### src/rtl/cpu7_pkg.sv
// Shared CPU7 types and defaults.
// Scheduler state encoding and counter width.
package cpu7_pkg;

  localparam int DLY_W_DEF = 64;

  typedef logic sched_state_t;

  localparam sched_state_t S_RUN  = 1'b0;
  localparam sched_state_t S_SCAN = 1'b1;

endpackage

### src/rtl/core_wake_timer.sv
// Per-core halted/sleeping status and wake timestamp.
// Drives runnable from the wrap-safe delay comparison.
module core_wake_timer import cpu7_pkg::*; #(
  parameter int DLY_W = DLY_W_DEF
) (
  input  logic             clk,
  input  logic             rst_n,
  input  logic [DLY_W-1:0] dlyc,
  input  logic             set_sleep,
  input  logic [DLY_W-1:0] ticks,
  input  logic             set_halt,
  input  logic             wake,
  output logic             runnable
);

  localparam logic [DLY_W-1:0] MAX_T =
    {1'b0, {(DLY_W-1){1'b1}}};

  logic             halted;
  logic             sleeping;
  logic [DLY_W-1:0] wake_at;
  logic [DLY_W-1:0] clamped;
  logic [DLY_W-1:0] diff;

  assign clamped  = ticks[DLY_W-1] ? MAX_T : ticks;
  assign diff     = dlyc - wake_at;
  assign runnable = !halted && (!sleeping || !diff[DLY_W-1]);

  // Status latch; an external wake beats a same-cycle sleep.
  always_ff @(posedge clk) begin
    if (!rst_n) begin
      halted   <= 1'b0;
      sleeping <= 1'b0;
      wake_at  <= '0;
    end else begin
      if (set_halt)
        halted <= 1'b1;
      if (wake)
        sleeping <= 1'b0;
      else if (set_sleep)
        sleeping <= 1'b1;
      if (set_sleep)
        wake_at <= dlyc + clamped;
    end
  end

endmodule

### src/rtl/core_scheduler.sv
// Round-robin CPU7 core scheduler.
// Scans one candidate per cycle, grants the first runnable.
module core_scheduler import cpu7_pkg::*; #(
  parameter int CORES = 4,
  parameter int DLY_W = DLY_W_DEF
) (
  input  logic                     clk,
  input  logic                     rst_n,
  input  logic                     next_req,
  input  logic                     sleep_en,
  input  logic [DLY_W-1:0]         sleep_ticks,
  input  logic                     halt_en,
  input  logic [CORES-1:0]         wake_en,
  output logic [$clog2(CORES)-1:0] pxr,
  output logic [CORES-1:0]         acore_en,
  output logic                     grant_valid,
  output logic                     all_idle,
  output logic [DLY_W-1:0]         dlyc
);

  localparam int IW = $clog2(CORES);
  localparam logic [IW-1:0] LAST = IW'(CORES - 1);

  sched_state_t   state;
  logic [IW-1:0]  cand;
  logic [IW-1:0]  scan_cnt;
  logic [IW-1:0]  cand_nxt;
  logic [IW-1:0]  pxr_nxt;
  logic [CORES-1:0] runnable;
  logic [CORES-1:0] cur_sel;
  logic           in_run;

  assign in_run   = (state == S_RUN);
  assign cand_nxt = (cand == LAST) ? '0 : cand + 1'b1;
  assign pxr_nxt  = (pxr == LAST) ? '0 : pxr + 1'b1;

  for (genvar i = 0; i < CORES; i++) begin : g_core
    assign cur_sel[i] = (pxr == IW'(i));

    core_wake_timer #(.DLY_W(DLY_W)) u_timer (
      .clk       (clk),
      .rst_n     (rst_n),
      .dlyc      (dlyc),
      .set_sleep (in_run && sleep_en && cur_sel[i]),
      .ticks     (sleep_ticks),
      .set_halt  (in_run && halt_en && cur_sel[i]),
      .wake      (wake_en[i]),
      .runnable  (runnable[i])
    );
  end

  // Scheduler FSM, delay counter and grant outputs.
  always_ff @(posedge clk) begin
    if (!rst_n) begin
      state       <= S_SCAN;
      cand        <= '0;
      scan_cnt    <= '0;
      pxr         <= '0;
      acore_en    <= '0;
      grant_valid <= 1'b0;
      all_idle    <= 1'b0;
      dlyc        <= '0;
    end else begin
      dlyc        <= dlyc + 1'b1;
      grant_valid <= 1'b0;
      unique case (state)
        S_RUN: begin
          if (next_req) begin
            cand     <= pxr_nxt;
            scan_cnt <= '0;
            acore_en <= '0;
            state    <= S_SCAN;
          end
        end
        S_SCAN: begin
          if (runnable[cand]) begin
            pxr         <= cand;
            acore_en    <= CORES'(1) << cand;
            grant_valid <= 1'b1;
            all_idle    <= 1'b0;
            state       <= S_RUN;
          end else begin
            cand <= cand_nxt;
            if (scan_cnt == LAST) begin
              all_idle <= 1'b1;
              scan_cnt <= '0;
            end else begin
              scan_cnt <= scan_cnt + 1'b1;
            end
          end
        end
      endcase
    end
  end

endmodule

### config.mk
export PLATFORM = sky130hd
export DESIGN_NAME = core_scheduler
export DESIGN_NICKNAME = d
export VERILOG_FILES = /design/src/rtl/cpu7_pkg.sv /design/src/rtl/core_wake_timer.sv /design/src/rtl/core_scheduler.sv
export SDC_FILE = /design/constraint.sdc
export NUM_CORES = 1
export LEC_CHECK = 0
export ABC_AREA = 1
export BUFFER_PORTS_ARGS = -buffer_cell sky130_fd_sc_hd__buf_2
export CAP_MARGIN = 10
export CORE_MARGIN = 2
export CORE_UTILIZATION = 37
export DETAILED_ROUTE_END_ITERATION = 12
export GPL_TIMING_DRIVEN = 1
export PLACE_DENSITY = 0.48
export SYNTH_ARGS = -nofsm -noshare
export SYNTH_HDL_FRONTEND = slang
export SYNTH_HIERARCHICAL = 1
export SYNTH_SLANG_ARGS = --single-unit
### constraint.sdc
create_clock -name clk -period 3.7 [get_ports clk]
set_input_delay 0.185 -clock clk [delete_from_list [all_inputs] [get_ports clk]]
set_output_delay 0.185 -clock clk [all_outputs]
set_load 0.05 [all_outputs]
**After elaboration in Yosys (flattened, before gate mapping)**

Index checks and enable logic that the tools add are counted.

- Word-level logic and storage cells: 103
- Input bits: 73
- Output and inout bits: 72
- Register bits: 341

- Shift operators: 1
- Reduce and logical (&&, ||, !) cells: 41
- $lt $le $gt $ge: 1
- Add/subtract/negate cells: 9
- Equal/unequal tests: 8
- Multiplexer cells: 21
- Bitwise logic cells: 2

Operators with widths:

| operator | number |
|---|---|
| 64-bit subtractor | 4 |
| 64-bit by 1-bit adder with 64-bit output, second input constant | 1 |
| 64-bit adder | 1 |
| 63-bit two-way mux | 1 |
| 1-bit logical AND | 14 |
| 2-bit two-way mux | 7 |
| 1-bit logical NOT | 12 |
| 2-bit AND reduction | 5 |
| 2-bit equality test, second input constant | 4 |
| 4-bit two-way mux | 2 |
| 2-bit case mux with 2 select lines | 2 |
| 4-bit case mux with 2 select lines | 1 |
| 2-bit OR reduction | 4 |
| 2-bit by 1-bit adder with 2-bit output, second input constant | 3 |
| 1-bit two-way mux | 6 |
| 1-bit logical OR | 4 |
| 2-bit != test, second input constant | 2 |
| 1-bit by 2-bit left shift with 4-bit output, first input constant | 1 |
| 2-bit by 3-bit less-than comparator with 1-bit output, second input constant | 1 |
| 1-bit binary-select mux with 2-bit select | 1 |
| 2-bit by 1-bit equality test with 1-bit output, second input constant | 1 |
| 2-bit logical NOT | 1 |
| 2-bit by 1-bit != test with 1-bit output, second input constant | 1 |
| 1-bit NOT | 2 |
| other kinds (2) | 2 |

**Longest topological paths before layout**

Gate-level depths: netlist (run 1).

- Word-level depth: 8
- Gate-level depth with buffers: 25
- Mapped depth without buffers: 25

**Hierarchy**

The synthesis (run 1) kept the hierarchy.

Modules (own cells, without submodules):

| module | area an instance (um2) | instances | cells an instance | sequential area each (um2) |
|---|---|---|---|---|
| core_wake_timer at g_core[1].u_timer ... | 10380.0 | 2 | 1923 | 1321.3 |
| core_wake_timer at g_core[3].u_timer | 10337.4 | 1 | 1939 | 1321.3 |
| core_wake_timer at g_core[0].u_timer | 10314.9 | 1 | 1934 | 1321.3 |
| core_scheduler | 4418.0 | 1 | 738 | 1541.5 |

**Worst setup path before layout (run 1)**

OpenSTA, ideal clock, no wires.

- Path type: register to register
- Start: reg dlyc[50]
- End: reg acore_en[0]
- Arrival: 2.611 ns
- Required time: 3.567 ns
- Period minus slack after synthesis: 2.743 ns
- Library setup time: 0.133 ns
- Buffers on the path: 0
- Path slack: 0.957 ns
- Cell stages (with the launch flop): 19
- Cells stage by stage: dfxtp_1 ha_1 nand2_1 nor2_1 and2_1 nand2_1 inv_1 nand2_1 nand2_1 nor2_1 nand3_1 nand2_1 nor2_1 nor2_1 nand2_1 nand3_1 nand2_1 o21ai_1 o21ai_0

- Word-level cells in the longest chain between the ends: 8
- Elaborated cells between the ends (all ways): 20
- Those cells by class: 4 x add/sub; 1 x eq/ne; 2 x mux; 13 x reduce/logical

Ends and longest elaborated chain:

| what | line | text |
|---|---|---|
| start: declaration | core_scheduler.sv:18 | `output logic [DLY_W-1:0] dlyc` |
| start signal: assignment | core_scheduler.sv:64 | `dlyc <= dlyc + 1'b1;` |
| 64-bit subtractor | core_wake_timer.sv:26 | `assign diff = dlyc - wake_at;` |
| 1-bit logical NOT | core_wake_timer.sv:27 | `assign runnable = !halted && (!sleeping \|\| !diff[DLY_W-1]);` |
| 1-bit logical OR | core_wake_timer.sv:27 |  |
| 1-bit logical AND | core_wake_timer.sv:27 |  |
| net runnable[1] | core_scheduler.sv:29 | `logic [CORES-1:0] runnable;` |
| 1-bit binary-select mux with 2-bit select | core_scheduler.sv:76 | `if (runnable[cand]) begin` |
| 1-bit two-way mux (not written as such) | core_scheduler.sv:76 |  |
| 2-bit by 1-bit != test with 1-bit output (no source line) | - |  |
| 2-bit AND reduction (no source line) | - |  |
| end signal: assignment | core_scheduler.sv:78 | `acore_en <= CORES'(1) << cand;` |
| end: declaration | core_scheduler.sv:15 | `output logic [CORES-1:0] acore_en,` |

The timed path passes the listed nets, and every way through them passes these cells. The select of a mux whose other input is x is not followed.
A chain may end at the register's enable or synchronous reset.

**Worst setup path after layout (run 1)**

- Start: reg dlyc[58]
- End: reg cand[0]

- Word-level cells in the longest chain between the ends: 8
- Elaborated cells between the ends (all ways): 20
- Those cells by class: 4 x add/sub; 1 x eq/ne; 2 x mux; 13 x reduce/logical

Ends and longest elaborated chain:

| what | line | text |
|---|---|---|
| 64-bit subtractor | core_wake_timer.sv:26 |  |
| 1-bit logical NOT | core_wake_timer.sv:27 |  |
| 1-bit logical OR | core_wake_timer.sv:27 |  |
| 1-bit logical AND | core_wake_timer.sv:27 |  |
| net runnable[0] | core_scheduler.sv:29 |  |
| 1-bit binary-select mux with 2-bit select | core_scheduler.sv:76 |  |
| 1-bit two-way mux (not written as such) | core_scheduler.sv:76 |  |
| 2-bit != test (no source line) | - |  |
| 2-bit AND reduction (no source line) | - |  |
| end signal: assignment | core_scheduler.sv:69 | `cand <= pxr_nxt;` |
| end signal: assignment | core_scheduler.sv:83 | `cand <= cand_nxt;` |
| end: declaration | core_scheduler.sv:25 | `logic [IW-1:0] cand;` |

The timed path passes the listed nets, and every way through them passes these cells. The select of a mux whose other input is x is not followed.

==> out/results.ini, run 1 <==
[cts]
cts_buffers=53
root_buffer=clkbuf_16
cts_tree=built
htreeDepth=2
clockBufferDepth=3
path_clk_slew_ns=0.06
clock_latency_ns=0.69
cts_setup_buffers=0
cts_sinks=341

[route]
ant_nets=0
wl_per_cell_um=21.7
via_count=50900
dr.first_iter.drc_count=4186
routed_wl_um=226000
vias_per_cell=4.90
firstDrtPassIters=6
drc=0

[hold_path]
whs_endpoint=g_core[3].u_timer/wake_at[0]$_SDFFE_PN0P_
holdPathStages=5
hp-class=input port to flop
worstHoldStart=sleep_ticks[0]

[final_layout]
nFillCells=14200
layout-drive-gt1-share_pct=10.3
instances_no_fill=10400
multiInputGateArea_sq_um=31100
regArea_sq_um=6830
syn_to_final_growth_pct=11.9
fin_nets=9278

[sta]
rsz0062_at_grt=false
post-route-period-util_pct=90.5
hold_ws_ns=0.0906
hold_viol=0
clock_skew_ns=0.0408
tns_ns=0
worst_pin_slew_ns=0.954
max_freq_ghz=0.298
setup_viol=0
min_period_ns=3.35
timing.slew.headroom_pct=36.4
report.final.slew_viol_count=0

[worst_setup_path]
slowest_stage=dfxtp_1
crit_path_cell_trace=ha_1, a21oi_1, nand2_1, a21oi_1, nand2_1, a21oi_1, a21oi_1, nor2_1, nor2_1, nand2_1, nand3_1, nand2_1, nand2_1, nand2_1, inv_1, nand2_1, a21oi_1
reg2reg_from=dlyc[58]$_SDFF_PN0_
rr_worst_depth=17
cp.arrival_ns=3.89
cp-start-kind=flop
r2r_setup_slack_ns=0.35
critPathKind=flop to flop
crit_top_cell=nand2_1
reg2reg_to=cand[0]$_SDFFE_PN0P_
path_max_fanout=6
crit_path_end_kind=flop
critical_path.max_stage_delay_ns=0.49
required_ns=4.24

[synth]
synthDistinctLibCells=45
netlist_area_sq_um=45800
ys.flop_type=dfxtp_1
synth-edff-count=0
syn_area_per_cell_sq_um=5.42
ys_seq_elements=341
synthesis.nets=9044
synthArstFlopShare_pct=0
synth_cells=8457
seq_area_frac_synth_pct=14.9
yosysWarnings=6

[power]
power_frac_seq_pct=30.0
p_int_uw=8390
p_total_uw=13600
swShare_pct=38.5
pwr-share-comb_pct=29.7
clkPwrFrac_pct=40.2
vdd_drop_max_mv=0.337
power_switching_uw=5260
power_leakage_uw=0.0311
power.density_nw_per_um2=266

[floorplan]
die_w_um=356
core_area_sq_um=123000
std_cell_rows=129
start_util_pct=37.2
ios=145
die_area_sq_um=127000
die_h_um=356

[grt]
grt_usage_pct=34.9
grt_max_degree=93
antenna_found_initial=43
grt_pass1_wl_um=321000
overflow=0
grt_pass1_vias=48400

[run_status]
outcome=complete, no violations

[flow_run]
max-cap-violations=0

[place]
dpl.hpwl_um=191000
dp.cells=10300
gp_congestion=1.04
port_buffers=144

per-layer routing:
metal	wire (um)	share of wire (%)	GRT usage, %
met5	89	0.039	0
met4	13200	5.9	18.6
met3	12500	5.5	4.56
met2	103000	46	58.7
met1	96800	43	43.2
area by class of cell:
type                    count  area share [%]
flip-flops and latches    341            13.3
clock buffers              68            2.83
inverters                2010            14.7
well taps                1637            3.99
diodes                     29           0.141
multi-input cells        5998            60.5
repair buffers            287            3.78
clock inverters            27           0.688
placed cells by master, fill, tap and decap left out, types with 12 or more instances in the layout:
master and n:
diode_2 29, nor2_1 657, dfxtp_1 341, o21ai_1 26
xnor2_1 12, a21oi_1 549, nand2_2 110, nor2_2 80
nor3_1 45, o21bai_1 20, o21ai_0 171, nand3_1 306
inv_1 1970, nand4_1 72, a21o_1 13, nor2_4 12
buf_2 143, o21a_1 12, nand2_1 2944, or2_2 249
nor3_2 12, inv_2 31, buf_4 127, clkinv_2 12
nand3_2 18, xor2_1 123, clkbuf_16 53, ha_1 510
worst max-delay path, delay by kind of cell (launching register included):
kind                       cells  cell delay, ns
and+or+nand+nor               10            1.45
AOI/OAI and AO/OA              5            0.86
DFF                            1            0.49
adders and majority gates      1            0.31
buffers and inverters          1            0.09
synth_stat cells (all sizes together) (15+ instances only):
cell type	n	area share [%]
a21oi	551	6.0
nand3	324	3.7
nand4	72	0.98
inv	2001	16
nor2	750	6.7
dfxtp	341	15
buf	15	0.17
xor2	123	2.4
ha	510	14
o21bai	20	0.33
o21ai	198	2.2
or2	252	3.4
clkbuf	89	0.73
nor3	57	0.75
nand2	3056	26
how the worst max path moves through the flow:
stage / depth (start not counted) / start / end / slack (ns)
finish: 17 / dlyc[58]$_SDFF_PN0_ / cand[0]$_SDFFE_PN0P_ / 0.35
detailed placement: 17 / dlyc[30]$_SDFF_PN0_ / acore_en[3]$_SDFFE_PN0P_ / 0.16
CTS: 17 / dlyc[30]$_SDFF_PN0_ / acore_en[1]$_SDFFE_PN0P_ / 0.14
floorplan: 18 / dlyc[50]$_SDFF_PN0_ / acore_en[0]$_SDFFE_PN0P_ / 0.96
global route: 20 / dlyc[30]$_SDFF_PN0_ / acore_en[1]$_SDFFE_PN0P_ / 0.02
global placement: 17 / dlyc[30]$_SDFF_PN0_ / acore_en[2]$_SDFFE_PN0P_ / 0.14
what timing repair did:
item | 4_1_cts | 5_1_grt
endpoints found under the setup margin | 0 | 11
hold buffers | 6 | 0
hold endpoints to repair | 16 | 0
gates resized for setup | 0 | 2
per-stage QoR:
stage          util (%)  worst slack (ns)  instance area [sq um]
6_report           41.6             0.350                  51300
3_5_place_dp       40.0             0.159                  49300
5_1_grt            41.6            0.0204                  51300
2_1_floorplan         -             0.957                  45800
4_1_cts            41.5             0.145                  51200
3_3_place_gp       40.0             0.145                  49300
flip-flops by register name, summed over array words and instances (netlist names):
name	flops
all_idle	1
grant_valid	1
dlyc	64
scan_cnt	2
g_core.u_timer/halted	4
g_core.u_timer/sleeping	4
cand	2
acore_en	4
g_core.u_timer/wake_at	256
pxr	2
state	1
power by group through the flow:
stage	Clock, uW	Combinational (uW)	Sequential [uW]
after floorplan	0	2540	4210
after global placement	0	3990	4170
after detailed placement	0	4000	4170
after CTS	5610	4030	4100
after global routing	5730	4510	4120
final	5490	4060	4100
kinds of logic (layout without fill, tap and decap cells):
logic type	Yosys count	count (layout)	synth area share, %
adders and majority gates	514	514	14.1
and+or+nand+nor	4548	4548	42.0
buffers and inverters	2118	2392	17.4
other	0	29	0
AOI/OAI and AO/OA	801	801	9.04
xor gates and xnor gates	135	135	2.58
DFF	341	341	14.9
No activity file was read; power rests on OpenSTA's default activity.
==> inputs of run 2 (changes only) <==
- CORE_UTILIZATION: 37 -> 55
- PLACE_DENSITY: 0.48 -> 0.69
- SYNTH_HIERARCHICAL: 1 -> default
==> run 2 against run 1 <==
Total power decreased by 20%. Sequential power about the same. Core utilization increased by 21 points. Die area decreased by 63%. Clock-buffer cell count decreased by 8. Synthesized area decreased by 46%. Largest cell class unchanged. Register-to-register slack got worse by 0.12 ns. Worst hold slack improved by 0.019 ns. Clock skew decreased by 0.016 ns. First-iteration DRC count decreased by 55%. Largest power group unchanged.
==> out/results.ini, run 2 <==
[cts]
htreeDepth=2  ; unchanged
cts_buffers=41  ; -23%
path_clk_slew_ns=0.06  ; about the same
clock_latency_ns=0.57  ; -0.12 ns
cts_tree=built
root_buffer=clkbuf_16
cts_setup_buffers=0  ; unchanged
clockBufferDepth=3  ; unchanged
cts_sinks=341  ; unchanged

[synth]
yosysWarnings=0  ; -6
syn_area_per_cell_sq_um=6.77  ; +25%
synthesis.nets=4028  ; -55%
synth-edff-count=0  ; unchanged
yosys-top-cells-area=dfxtp_1, ha_1, inv_1, a21oi_1, nand2_1
netlist_area_sq_um=24600  ; -46%
synthArstFlopShare_pct=0  ; unchanged
synth_top_area_share_pct=27.7  ; +3.6 points
yosysMostFrequentCell=inv_1
yosysTopAreaCell=dfxtp_1
synthDistinctLibCells=51  ; +13%
seq_area_frac_synth_pct=27.7  ; +13 points
ys.flop_type=dfxtp_1
synth_cells=3633  ; -57%
ys_seq_elements=341  ; unchanged
ys_top_cells_by_count=inv_1, nand2_1, a21oi_1

[place]
dpl.hpwl_um=61200  ; -68%
gp_congestion=0.975  ; -6.1%
port_buffers=144  ; unchanged
dp.cells=4325  ; -58%

[sta]
worst_pin_slew_ns=1.13  ; +0.177 ns
timing.slew.headroom_pct=24.5  ; -12 points
setup_viol=0  ; unchanged
hold_viol=0  ; unchanged
post-route-period-util_pct=93.8  ; +3.3 points
report.final.slew_viol_count=0  ; unchanged
min_period_ns=3.47  ; +0.120 ns
rsz0062_at_grt=false
hold_ws_ns=0.109  ; +0.0186 ns
max_freq_ghz=0.288  ; -3.5%
clock_skew_ns=0.0247  ; -0.0161 ns
tns_ns=0  ; unchanged

[worst_setup_path]
crit_buf_inv=2  ; +1
crit_top_cell=nor2_1
critPathCapture=dlyc[60]$_SDFF_PN0_
crit_family=simple AND/OR/NAND/NOR gates
slowest_stage=dfxtp_1
crit_start=dlyc[1]$_SDFF_PN0_
rr_worst_depth=15  ; -2
cp-start-kind=flop
critical_path.max_stage_delay_ns=0.57  ; +0.08 ns
reg2reg_to=dlyc[60]$_SDFF_PN0_
crit_path_end_kind=flop
critPathKind=flop to flop
path_max_fanout=9  ; +3
r2r_setup_slack_ns=0.23  ; -0.12 ns
cp.arrival_ns=3.92  ; +0.03 ns
required_ns=4.15  ; -0.09 ns
reg2reg_from=dlyc[1]$_SDFF_PN0_
path_depth=15  ; -2
crit_path_cell_trace=ha_1, nand3_2, nor2_2, nand2_2, nor2_2, inv_1, nor2_1, inv_1, nor2_1, nand3_1, nor3_1, nand3_1, nor4_2, xnor2_1, nor2_1

[floorplan]
start_util_pct=55.7  ; +18 points
die_h_um=216  ; -39%
core_area_sq_um=44200  ; -64%
die_w_um=216  ; -39%
ios=145  ; unchanged
die_area_sq_um=46500  ; -63%
std_cell_rows=77  ; -40%

[route]
drc=0  ; unchanged
vias_per_cell=5.52  ; +13%
ant_nets=0  ; unchanged
dr.first_iter.drc_count=1873  ; -55%
via_count=24300  ; -52%
wl_per_cell_um=17.9  ; -18%
firstDrtPassIters=6  ; unchanged
routed_wl_um=78900  ; -65%

[flow_run]
max-cap-violations=0  ; unchanged

[grt]
grt_max_degree=88  ; -5.4%
grt_usage_pct=33.5  ; -1.4 points
overflow=0  ; unchanged
grt_pass1_vias=23600  ; -51%
grt_pass1_wl_um=124000  ; -61%
antenna_found_initial=0  ; -100%

[power]
power_leakage_uw=0.0145  ; -53%
vdd_drop_max_mv=0.404  ; +20%
power.density_nw_per_um2=392  ; +47%

[final_layout]
largest-register=g_core.u_timer.wake_at
final_common_cell=inv_1
n_antenna_cell=0  ; -100%
fin_nets=4176  ; -55%
layout-drive-gt1-share_pct=9.92  ; -0.33 points
syn_to_final_growth_pct=12.5
instances_no_fill=4404  ; -58%
layout_common_cells=inv_1, nand2_1, a21oi_1
reg.largest.list=g_core.u_timer.wake_at x256, dlyc x64
largest_reg_flops=256  ; unchanged
nFillCells=4117  ; -71%

[run_status]
outcome=complete, no violations

[hold_path]
hp-class=input port to flop

## run 2: cell count changes after synthesis, sizes merged, moves of 129 or more
cell	change
nand2	-2502
inv	-1238
nor2	-484
ha	-189
or2	-184
nand3	-162
a21oi	-129
## run 2: worst min-delay path by stage
stage	start	to	slack (ns)	cells after the start
after global routing	next_req	state$_SDFF_PN1_	0.14	3
after CTS	next_req	state$_SDFF_PN1_	0.08	3
after global placement	wake_en[3]	g_core[3].u_timer.sleeping$_SDFFE_PP0P_	0.34	2
final	next_req	state$_SDFF_PN1_	0.11	3
after floorplan	wake_en[0]	g_core[0].u_timer.sleeping$_SDFFE_PP0P_	0.26	1
after detailed placement	wake_en[3]	g_core[3].u_timer.sleeping$_SDFFE_PP0P_	0.35	2
## run 2: layout make-up
class	instances	area (sq um)	share of cell area [%]
Inverter	765	2880	10.4
Timing Repair Buffer	203	1220	4.39
Tap cell	592	741	2.67
Multi-Input combinational cell	2429	14600	52.7
Sequential cell	341	6830	24.6
Clock inverter	14	184	0.664
Clock buffer	60	1260	4.55
## run 2: routing by layer
metal | vias up | global-route usage, % | share of wire [%]
met4 | 0 | 13.5 | 4.1
met5 | - | 0 | 0
li1 | 12100 | - | -
met2 | 761 | 57.7 | 47
met1 | 11300 | 42.3 | 43
met3 | 173 | 4.45 | 5.9
## run 2: logic make-up (layout without fill, tap and decap cells)
family          Yosys count  in the layout  synth area share, %
buf+inv                 863           1042                 13.2
fa+ha+maj               322            322                 16.4
compound gates          848            848                 18.9
flops                   341            341                 27.7
xor+xnor                 61             61                 2.17
simple gates           1198           1198                 21.7
## run 2: where the power goes
part	internal, uW	switching (uW)	total (uW)
Combinational	751	1700	2460
Sequential	3970	130	4100
Clock	2640	1660	4300
Total	7360	3490	10900
## run 2: per-stage QoR
step	total power, uW	setup WS (ns)	utilization, %	cell area, sq um
floorplan	5820	0.739	-	24600
global placement	6500	0.103	59.2	26200
detailed placement	6580	0.0938	59.2	26200
CTS	10900	0.337	62.6	27700
global route	11400	0.0928	62.6	27700
finish	10900	0.229	62.6	27700
## run 2: repair_timing
| action | in CTS | in global routing |
|---|---|---|
| endpoints found under the hold margin | 8 | 0 |
| gates resized for setup | 0 | 0 |
| hold buffers | 5 | 0 |
## run 2: worst reg2reg max path: cells and delay by family (launching register included)
kind | cells | cell delay [ns]
and+or+nand+nor | 11 | 2.18
DFF | 1 | 0.57
adders and majority gates | 1 | 0.29
buffers and inverters | 2 | 0.17
xor gates and xnor gates | 1 | 0.16
